<file path="src/rtl/adder_req_arbiter.sv">
// Round-robin arbiter sharing one adder between NUM_REQ requesters.
// In-flight requester IDs ride an in-order tag FIFO back to the response.
module adder_req_arbiter #(
    parameter int NUM_REQ = 4,
    parameter int WIDTH   = 8,
    parameter int MAX_OUT = 4
) (
    input  logic                         clk,
    input  logic                         rst,
    input  logic [NUM_REQ-1:0]           req_valid,
    input  logic [NUM_REQ*WIDTH-1:0]     req_a,
    input  logic [NUM_REQ*WIDTH-1:0]     req_b,
    output logic [NUM_REQ-1:0]           req_ready,
    output logic                         add_valid,
    output logic [WIDTH-1:0]             add_a,
    output logic [WIDTH-1:0]             add_b,
    input  logic                         add_done,
    input  logic [WIDTH-1:0]             add_sum,
    input  logic                         add_cout,
    output logic                         rsp_valid,
    output logic [$clog2(NUM_REQ)-1:0]   rsp_id,
    output logic [WIDTH:0]               rsp_sum,
    output logic [$clog2(MAX_OUT):0]     outstanding,
    output logic                         busy,
    output logic                         err_underflow
);
    localparam int IDW = $clog2(NUM_REQ);
    localparam int PW  = $clog2(MAX_OUT);
    localparam int CW  = PW + 1;
    localparam logic [NUM_REQ-1:0] ONE = NUM_REQ'(1);

    logic [IDW-1:0]   ptr_q, ptr_d;
    logic [CW-1:0]    cnt_q, cnt_d;
    logic [PW-1:0]    wr_q, rd_q;
    logic [IDW-1:0]   tag_mem [MAX_OUT];
    logic             add_valid_q;
    logic [WIDTH-1:0] add_a_q, add_b_q;
    logic             rsp_valid_q;
    logic [IDW-1:0]   rsp_id_q;
    logic [WIDTH:0]   rsp_sum_q;
    logic             err_q;

    logic             can_issue, found, hs, push, pop, under;
    logic [IDW-1:0]   gnt_id, idx;
    int               j;

    // A result returning this cycle frees its slot for a same-cycle issue.
    assign can_issue = (cnt_q < CW'(MAX_OUT)) || (add_done && cnt_q != '0);

    always_comb begin
        found  = 1'b0;
        gnt_id = '0;
        idx    = '0;
        j      = 0;
        for (int k = 0; k < NUM_REQ; k++) begin
            j = int'(ptr_q) + k;
            if (j >= NUM_REQ) j = j - NUM_REQ;
            idx = IDW'(j);
            if (!found && req_valid[idx]) begin
                found  = 1'b1;
                gnt_id = idx;
            end
        end
    end

    assign hs        = can_issue && found && !rst;
    assign req_ready = hs ? (ONE << gnt_id) : '0;
    assign push      = hs;
    assign pop       = add_done && (cnt_q != '0);
    assign under     = add_done && (cnt_q == '0);

    always_comb begin
        ptr_d = ptr_q;
        if (hs) ptr_d = (gnt_id == IDW'(NUM_REQ - 1)) ? '0 : gnt_id + 1'b1;
        cnt_d = cnt_q;
        unique case ({push, pop})
            2'b10:   cnt_d = cnt_q + 1'b1;
            2'b01:   cnt_d = cnt_q - 1'b1;
            default: cnt_d = cnt_q;
        endcase
    end

    always_ff @(posedge clk) begin
        if (push) tag_mem[wr_q] <= gnt_id;
    end

    always_ff @(posedge clk) begin
        if (rst) begin
            ptr_q       <= '0;
            cnt_q       <= '0;
            wr_q        <= '0;
            rd_q        <= '0;
            add_valid_q <= 1'b0;
            add_a_q     <= '0;
            add_b_q     <= '0;
            rsp_valid_q <= 1'b0;
            rsp_id_q    <= '0;
            rsp_sum_q   <= '0;
            err_q       <= 1'b0;
        end else begin
            ptr_q       <= ptr_d;
            cnt_q       <= cnt_d;
            add_valid_q <= hs;
            rsp_valid_q <= pop;
            if (hs) begin
                add_a_q <= req_a[gnt_id*WIDTH +: WIDTH];
                add_b_q <= req_b[gnt_id*WIDTH +: WIDTH];
                wr_q    <= wr_q + 1'b1;
            end
            if (pop) begin
                rsp_id_q  <= tag_mem[rd_q];
                rsp_sum_q <= {add_cout, add_sum};
                rd_q      <= rd_q + 1'b1;
            end
            if (under) err_q <= 1'b1;
        end
    end

    assign add_valid     = add_valid_q;
    assign add_a         = add_a_q;
    assign add_b         = add_b_q;
    assign rsp_valid     = rsp_valid_q;
    assign rsp_id        = rsp_id_q;
    assign rsp_sum       = rsp_sum_q;
    assign outstanding   = cnt_q;
    assign busy          = (cnt_q != '0) || add_valid_q;
    assign err_underflow = err_q;
endmodule

</file>
<file path="config.mk">
export PLATFORM = sky130hd
export DESIGN_NAME = adder_req_arbiter
export DESIGN_NICKNAME = d
export VERILOG_FILES = /design/src/rtl/adder_req_arbiter.sv
export SDC_FILE = /design/constraint.sdc
export NUM_CORES = 1
export LEC_CHECK = 0
export CAP_MARGIN = 20
export CORE_UTILIZATION = 40
export DETAILED_ROUTE_END_ITERATION = 6
export GPL_TIMING_DRIVEN = 1
export PLACE_DENSITY = 0.9
export SYNTH_ARGS = -nofsm -noshare
export SYNTH_HDL_FRONTEND = slang
export SYNTH_SLANG_ARGS = --single-unit
</file>
<file path="constraint.sdc">
create_clock -name clk -period 3.52 [get_ports clk]
set_input_delay 0.352 -clock clk [delete_from_list [all_inputs] [get_ports clk]]
set_output_delay 0.352 -clock clk [all_outputs]
set_load 0.03 [all_outputs]
</file>
======== Yosys cells after proc, flatten, opt, wreduce, memory -nomap -nowiden ========
Memories as Yosys holds them, arrays and structs flattened. A register that Yosys moved wholly into a read port is not among the register bits.
Cells that the tools add are included.
storage, ports and cells
  register bits after elaboration ......... 37
  memories kept ........................... 1
  bits in writable memories ............... 8
  output and inout port bits .............. 38
  bits of input ports ..................... 80
cells by class
  $lt $le $gt $ge ......................... 9
  equal/unequal tests ..................... 3
  shifts and indexed selects .............. 3
  muxes and demuxes ....................... 25
  reductions and logical operators ........ 16
  $add $sub $neg .......................... 12
memories
  memory   depth  width  read ports  clocked after memory_dff  write ports  RTL line  RTL
  tag_mem  4      2      1           1                         1            35        logic [IDW-1:0] tag_mem [MAX_OUT];
operators by type and width
  kind                 number
  $shiftx 32x6->8      2
  $mux 2               9
  $lt 2x3->1 const B   4
  $mux 1               10
  $ge 3x3->1 const B   3
  $bmux 1 s2           4
  $sub 2x1->2 const B  4
  $logic_and 1x1->1    7
  $add 2x1->2 const B  3
  $add 2x2->3 const B  2
  $pmux 3 s2           1
  $eq 2x2->1 const B   2
  $logic_not 1->1      4
  $mux 4               1
  $shl 1x2->4 const A  1
  $add 2x1->3 const B  1
  $add 3x1->3 const B  1
  $ge 2x3->1 const B   1
  $logic_not 3->1      1
  $lt 3x3->1 const B   1
  $reduce_bool 3->1    1
  $sub 3x1->3 const B  1
  $eq 2x1->1 const B   1
  $logic_or 1x1->1     2
  $reduce_bool 2->1    1

======== Depth between registers and ports, before layout ========
  word-level depth ........................ 18
  depth in mapped cells ................... 10
  mapped depth without buffers ............ 9

======== Worst setup path after synthesis ========
Ideal clock, no wire load.
  kind .................................... register -> register
  start ................................... register cnt_q[0], in the netlist outstanding[0]
  end ..................................... register cnt_q[2], in the netlist outstanding[2]
  path slack .............................. 0.974 ns
  cell stages (with the launch flop) ...... 11
  arrival ................................. 2.475 ns
  period minus slack after synthesis ...... 2.546 ns
  buffers on the path ..................... 1
  path through ............................ dfxtp_1 -> nor3_1 -> nand2b_1 -> inv_1 -> clkbuf_1 -> ha_1 -> inv_1 -> fa_1 -> xor2_1 -> or3_1 -> a21oi_1
on the way
  cells in the longest elaborated chain, start to end .. 7
RTL lines
  what                                                    RTL line  RTL
  from (decl)                                             33        logic [CW-1:0] cnt_q, cnt_d;
  from (signal assigned)                                  102       cnt_q <= cnt_d;
  $reduce_bool 3->1 (*)                                   69        assign pop = add_done && (cnt_q != '0);
  $logic_and 1x1->1 (*)                                   69
  net pop                                                 43        logic can_issue, found, hs, push, pop, under;
  $logic_or 1x1->1                                        48        assign can_issue = (cnt_q < CW'(MAX_OUT)) || (add_done && cnt_q != '0);
  $logic_and 1x1->1 (2 in series)                         66        assign hs = can_issue && found && !rst;
  $eq 2x1->1 / $eq 2x2->1 (equally long branches)         76        unique case ({push, pop})
  $pmux 3 s2 / $reduce_bool 2->1 (equally long branches)  --
The timed path passes the listed nets; every way through them passes the cells marked *.
A chain may end at the register's enable or synchronous reset.

======== Worst setup path after layout ========
  start ................................... input port req_valid[1]
  end ..................................... output port req_ready[0]
RTL lines
  what                          RTL line  RTL
  from (decl)                   10        input logic [NUM_REQ-1:0] req_valid,
  $bmux 1 s2                    59        if (!found && req_valid[idx]) begin
  $mux 1 (implied by the code)  59
  $mux 1                        59
  $logic_not 1->1               59
  $logic_and 1x1->1             59
  $mux 1                        59
  $logic_not 1->1               59
  $logic_and 1x1->1             59
  $mux 1                        59
  $logic_not 1->1               59
  $logic_and 1x1->1             59
  $mux 2 (*)                    59
  net gnt_id[0]                 44        logic [IDW-1:0] gnt_id, idx;
  $shl 1x2->4 (*)               67        assign req_ready = hs ? (ONE << gnt_id) : '0;
  $mux 4 (*)                    67
  to (decl)                     13        output logic [NUM_REQ-1:0] req_ready,
The timed path passes the listed nets; every way through them passes the cells marked *. The select of a mux whose other input is x is not followed.

==> metrics <==
status=finished, final reports clean; number of antenna violations at the first check in global routing=0; number of filler cells placed in the layout=between 400 and 500; fraction of final layout cells sized beyond drive strength 1=around 8.3%; register-to-register path setup slack=1.14 ns; Primary FF master, synth=sky130_fd_sc_hd__dfxtp_1; number of clock sinks=47; FFs w/ async S/R, synth=0%; post-detail-place hpwl=4980 microns; post-synth net total=361; sequential fraction of the synthesis area=40.6%; most frequent standard cell in the layout excluding fill and tap cells=sky130_fd_sc_hd__clkdlybuf4s50_1; depth of the worst register-to-register path=9; Post-CTS Repair Setup Buffers=0; final std cell area, no fill=3850 sq um; placer's final routability congestion estimate=around 0.79; antenna violation net count after detailed routing=0; Area growth, synth to finish=53.2%; register area=1020 sq um; Power Dens Cells=651 nW/um^2; critical path's largest stage delay=around 0.59 ns; global-route wire length before repair=between 9000 and 10000 microns; Synth Register Bits=47; area share of the largest cell type after synthesis=between 30% and 40%; worst-margin pin slew=0.840 ns; setup violation total in the final timing report=0; die extent in y=81.3 microns; CTS tree=yes; biggest area contributors in the synthesized netlist=sky130_fd_sc_hd__dfxtp_1 (31%), sky130_fd_sc_hd__edfxtp_1 (9.6%), sky130_fd_sc_hd__mux2i_1 (6.8%), sky130_fd_sc_hd__nand2_1 (6.0%), sky130_fd_sc_hd__a21boi_0 (4.8%); final worst slack=0.547 ns; count of antenna diodes in the layout=0; max-cap viol count=0; vias after detailed routing=2304; number of H-tree levels=2; Core Region=between 5000 and 6000 sq um; slowest stage cell, crit path=sky130_fd_sc_hd__clkdlybuf4s50_1; worst path buffer plus inverter count=3; vias in the first global route=2214; number of warnings printed during yosys synthesis=0; Resize count post-CTS=0; critical path start-end classification=in2out; Cell Rows=28; count of routing violations after the opening detailed-route iteration=73; 1st-pass router iterations=4; clk slew on worst S/H paths=0.09 ns; crit start category=primary input; Critical Path Sink=req_ready[0]; final routed wirelength across all metal layers=6450 microns; Most Frequent Cell on Critical Path=sky130_fd_sc_hd__clkdlybuf4s50_1; setup skew after layout=0.00518 ns; final number of hold-violating endpoints=0; Max Transition Viols Final=0; endpoint of the lowest-slack register-to-register path=outstanding[2]; maximum number of buffers from clock root to sink=2; Worst path depth=8; count of mapped cells out of synthesis=about 270; mapped cell area=2510 sq um; effective utilization at floorplan=about two fifths; gr usage total=about 20%; mean cell area of the mapped netlist=9.28 sq um; clock buffer count from CTS=5; setup repair after global routing missed its margin=no; clk_lat worst skew=about 0.30 ns; commonest cells after routing, fill and taps aside=sky130_fd_sc_hd__clkdlybuf4s50_1 (115), sky130_fd_sc_hd__nand2_1 (40), sky130_fd_sc_hd__dfxtp_1 (39); upper clock frequency limit=336 MHz; family with the most delay on the worst path=buffers and inverters; Distinct cells, synth=39; Min Hold Slack=0.460 ns; number of ports placed on the die boundary=118; final critical-path share of the clock period=84.5%; wire per inst=14.0 microns; final critical delay including setup and external delays=about 3.0 ns; CTS root buffer=sky130_fd_sc_hd__clkbuf_8; startpoint of the worst setup timing path=req_valid[1]; leak pwr=1.57 nW; CP Max Fanout=9; total of buffers placed on input and output ports=117; source of the worst register-to-register timing path=outstanding[0]; count of hold buffers inserted by post-cts repair=0; list of cells traversed by the critical path=clkdlybuf4s50_1, nor2b_1, o21bai_1, and3_1, inv_1, ha_1, and2_1, clkdlybuf4s50_1; Worst Setup End Kind=output port; worst relative slew slack=a little over two fifths; worst slack at placement=0.502 ns; final core area utilization=64.3%; multi-input combinational cell area=1360 sq um; Remaining DRCs=0; overall die area=~6600 sq um; class of the most critical hold timing path=reg2reg; post-placement cell area=3720 sq um; global route total overflow=0; Total Neg Setup Slack=0 ns; Layout Nets=474; Vias/cell=between 5 and 6; critical path data required time=3.17 ns; width of the die=81.3 microns; maximum number of pins on one net before global-route repair=33; arrival time reported for the critical path endpoint=roughly 2.6 ns; number of synthesized flops with an enable pin=8; cell type with the largest total area after synthesis=sky130_fd_sc_hd__dfxtp_1; worst ir drop on vdd=0.358 mV
logic make-up (layout without fill, tap and decap cells):
kind of cell / after synthesis / in the layout / share of synthesized area (%)
AND/OR/NAND/NOR: 93 / 93 / 18.8
AO/OA/AOI/OAI: 70 / 70 / 19.6
flip-flops: 47 / 47 / 40.6
buffers and inverters: 27 / 141 / 5.42
multiplexers: 19 / 19 / 8.56
adder cells (fa/ha/maj): 10 / 10 / 5.27
XOR/XNOR: 5 / 5 / 1.74
layer usage:
metal | vias up | track usage [%] | part of all wire (%)
li1 | 1164 | - | -
met1 | 1047 | 20.6 | 38
met2 | 86 | 36.8 | 52
met3 | 7 | 6.18 | 7.8
met4 | 0 | 6.96 | 1.4
met5 | - | 0 | 0
worst min-delay path by stage:
stage | start | to | slack (ns) | cells after the start
2_1_floorplan | rst | rsp_sum[8] | 0.42 | 1
3_3_place_gp | rsp_sum[6] | rsp_sum[6] | 0.44 | 2
3_5_place_dp | rsp_sum[3] | rsp_sum[3] | 0.45 | 2
4_1_cts | rsp_sum[3] | rsp_sum[3] | 0.46 | 2
5_1_grt | rsp_sum[0] | rsp_sum[0] | 0.48 | 2
6_report | rsp_sum[1] | rsp_sum[1] | 0.46 | 2
metrics by stage:
step | instances | power [W]
5_1_grt | 460 | 0.00265
6_report | 460 | 0.00251
4_1_cts | 460 | 0.00253
3_5_place_dp | 452 | 0.00206
2_1_floorplan | 271 | 0.00159
3_3_place_gp | 452 | 0.00202
registers in the layout (all words and copies together), names as in the netlist:
name,count
rsp_valid,1
wr_q,2
ptr_q,2
outstanding,3
rsp_sum,9
err_underflow,1
tag_mem,8
rsp_id,2
rd_q,2
add_a,8
add_valid,1
add_b,8
where the power goes:
part           switching, W  internal (W)
clock              0.000182      0.000283
combinational      0.000698      0.000546
sequential        0.0000952      0.000705
total              0.000975       0.00153
worst min-delay path: stages, from the launching register on:
cell                      delay, ns
sky130_fd_sc_hd__dfxtp_1       0.32
sky130_fd_sc_hd__nand2_1       0.05
sky130_fd_sc_hd__a21oi_1       0.05
layout make-up:
cell class / count / share of cell area, %
Sequential cell: 47 / 26.5
Timing Repair Buffer: 122 / 31.2
Tap cell: 75 / 2.44
Clock inverter: 3 / 1.75
Multi-Input combinational cell: 197 / 35.2
Clock buffer: 5 / 1.79
Inverter: 11 / 1.07
cell usage after synthesis, types with 4 or more instances:
master / instances
sky130_fd_sc_hd__nand2_1: 40
sky130_fd_sc_hd__dfxtp_1: 39
sky130_fd_sc_hd__and3_1: 17
sky130_fd_sc_hd__mux2i_1: 17
sky130_fd_sc_hd__a21boi_0: 16
sky130_fd_sc_hd__a21oi_1: 15
sky130_fd_sc_hd__o21ai_1: 15
sky130_fd_sc_hd__nor2_1: 13
sky130_fd_sc_hd__inv_1: 10
sky130_fd_sc_hd__and2_1: 9
sky130_fd_sc_hd__clkbuf_1: 9
sky130_fd_sc_hd__ha_1: 9
sky130_fd_sc_hd__edfxtp_1: 8
sky130_fd_sc_hd__o211ai_1: 8
sky130_fd_sc_hd__o211ai_2: 8
sky130_fd_sc_hd__buf_6: 4
sky130_fd_sc_hd__nor2b_1: 4
No activity file was read; power rests on OpenSTA's default activity.
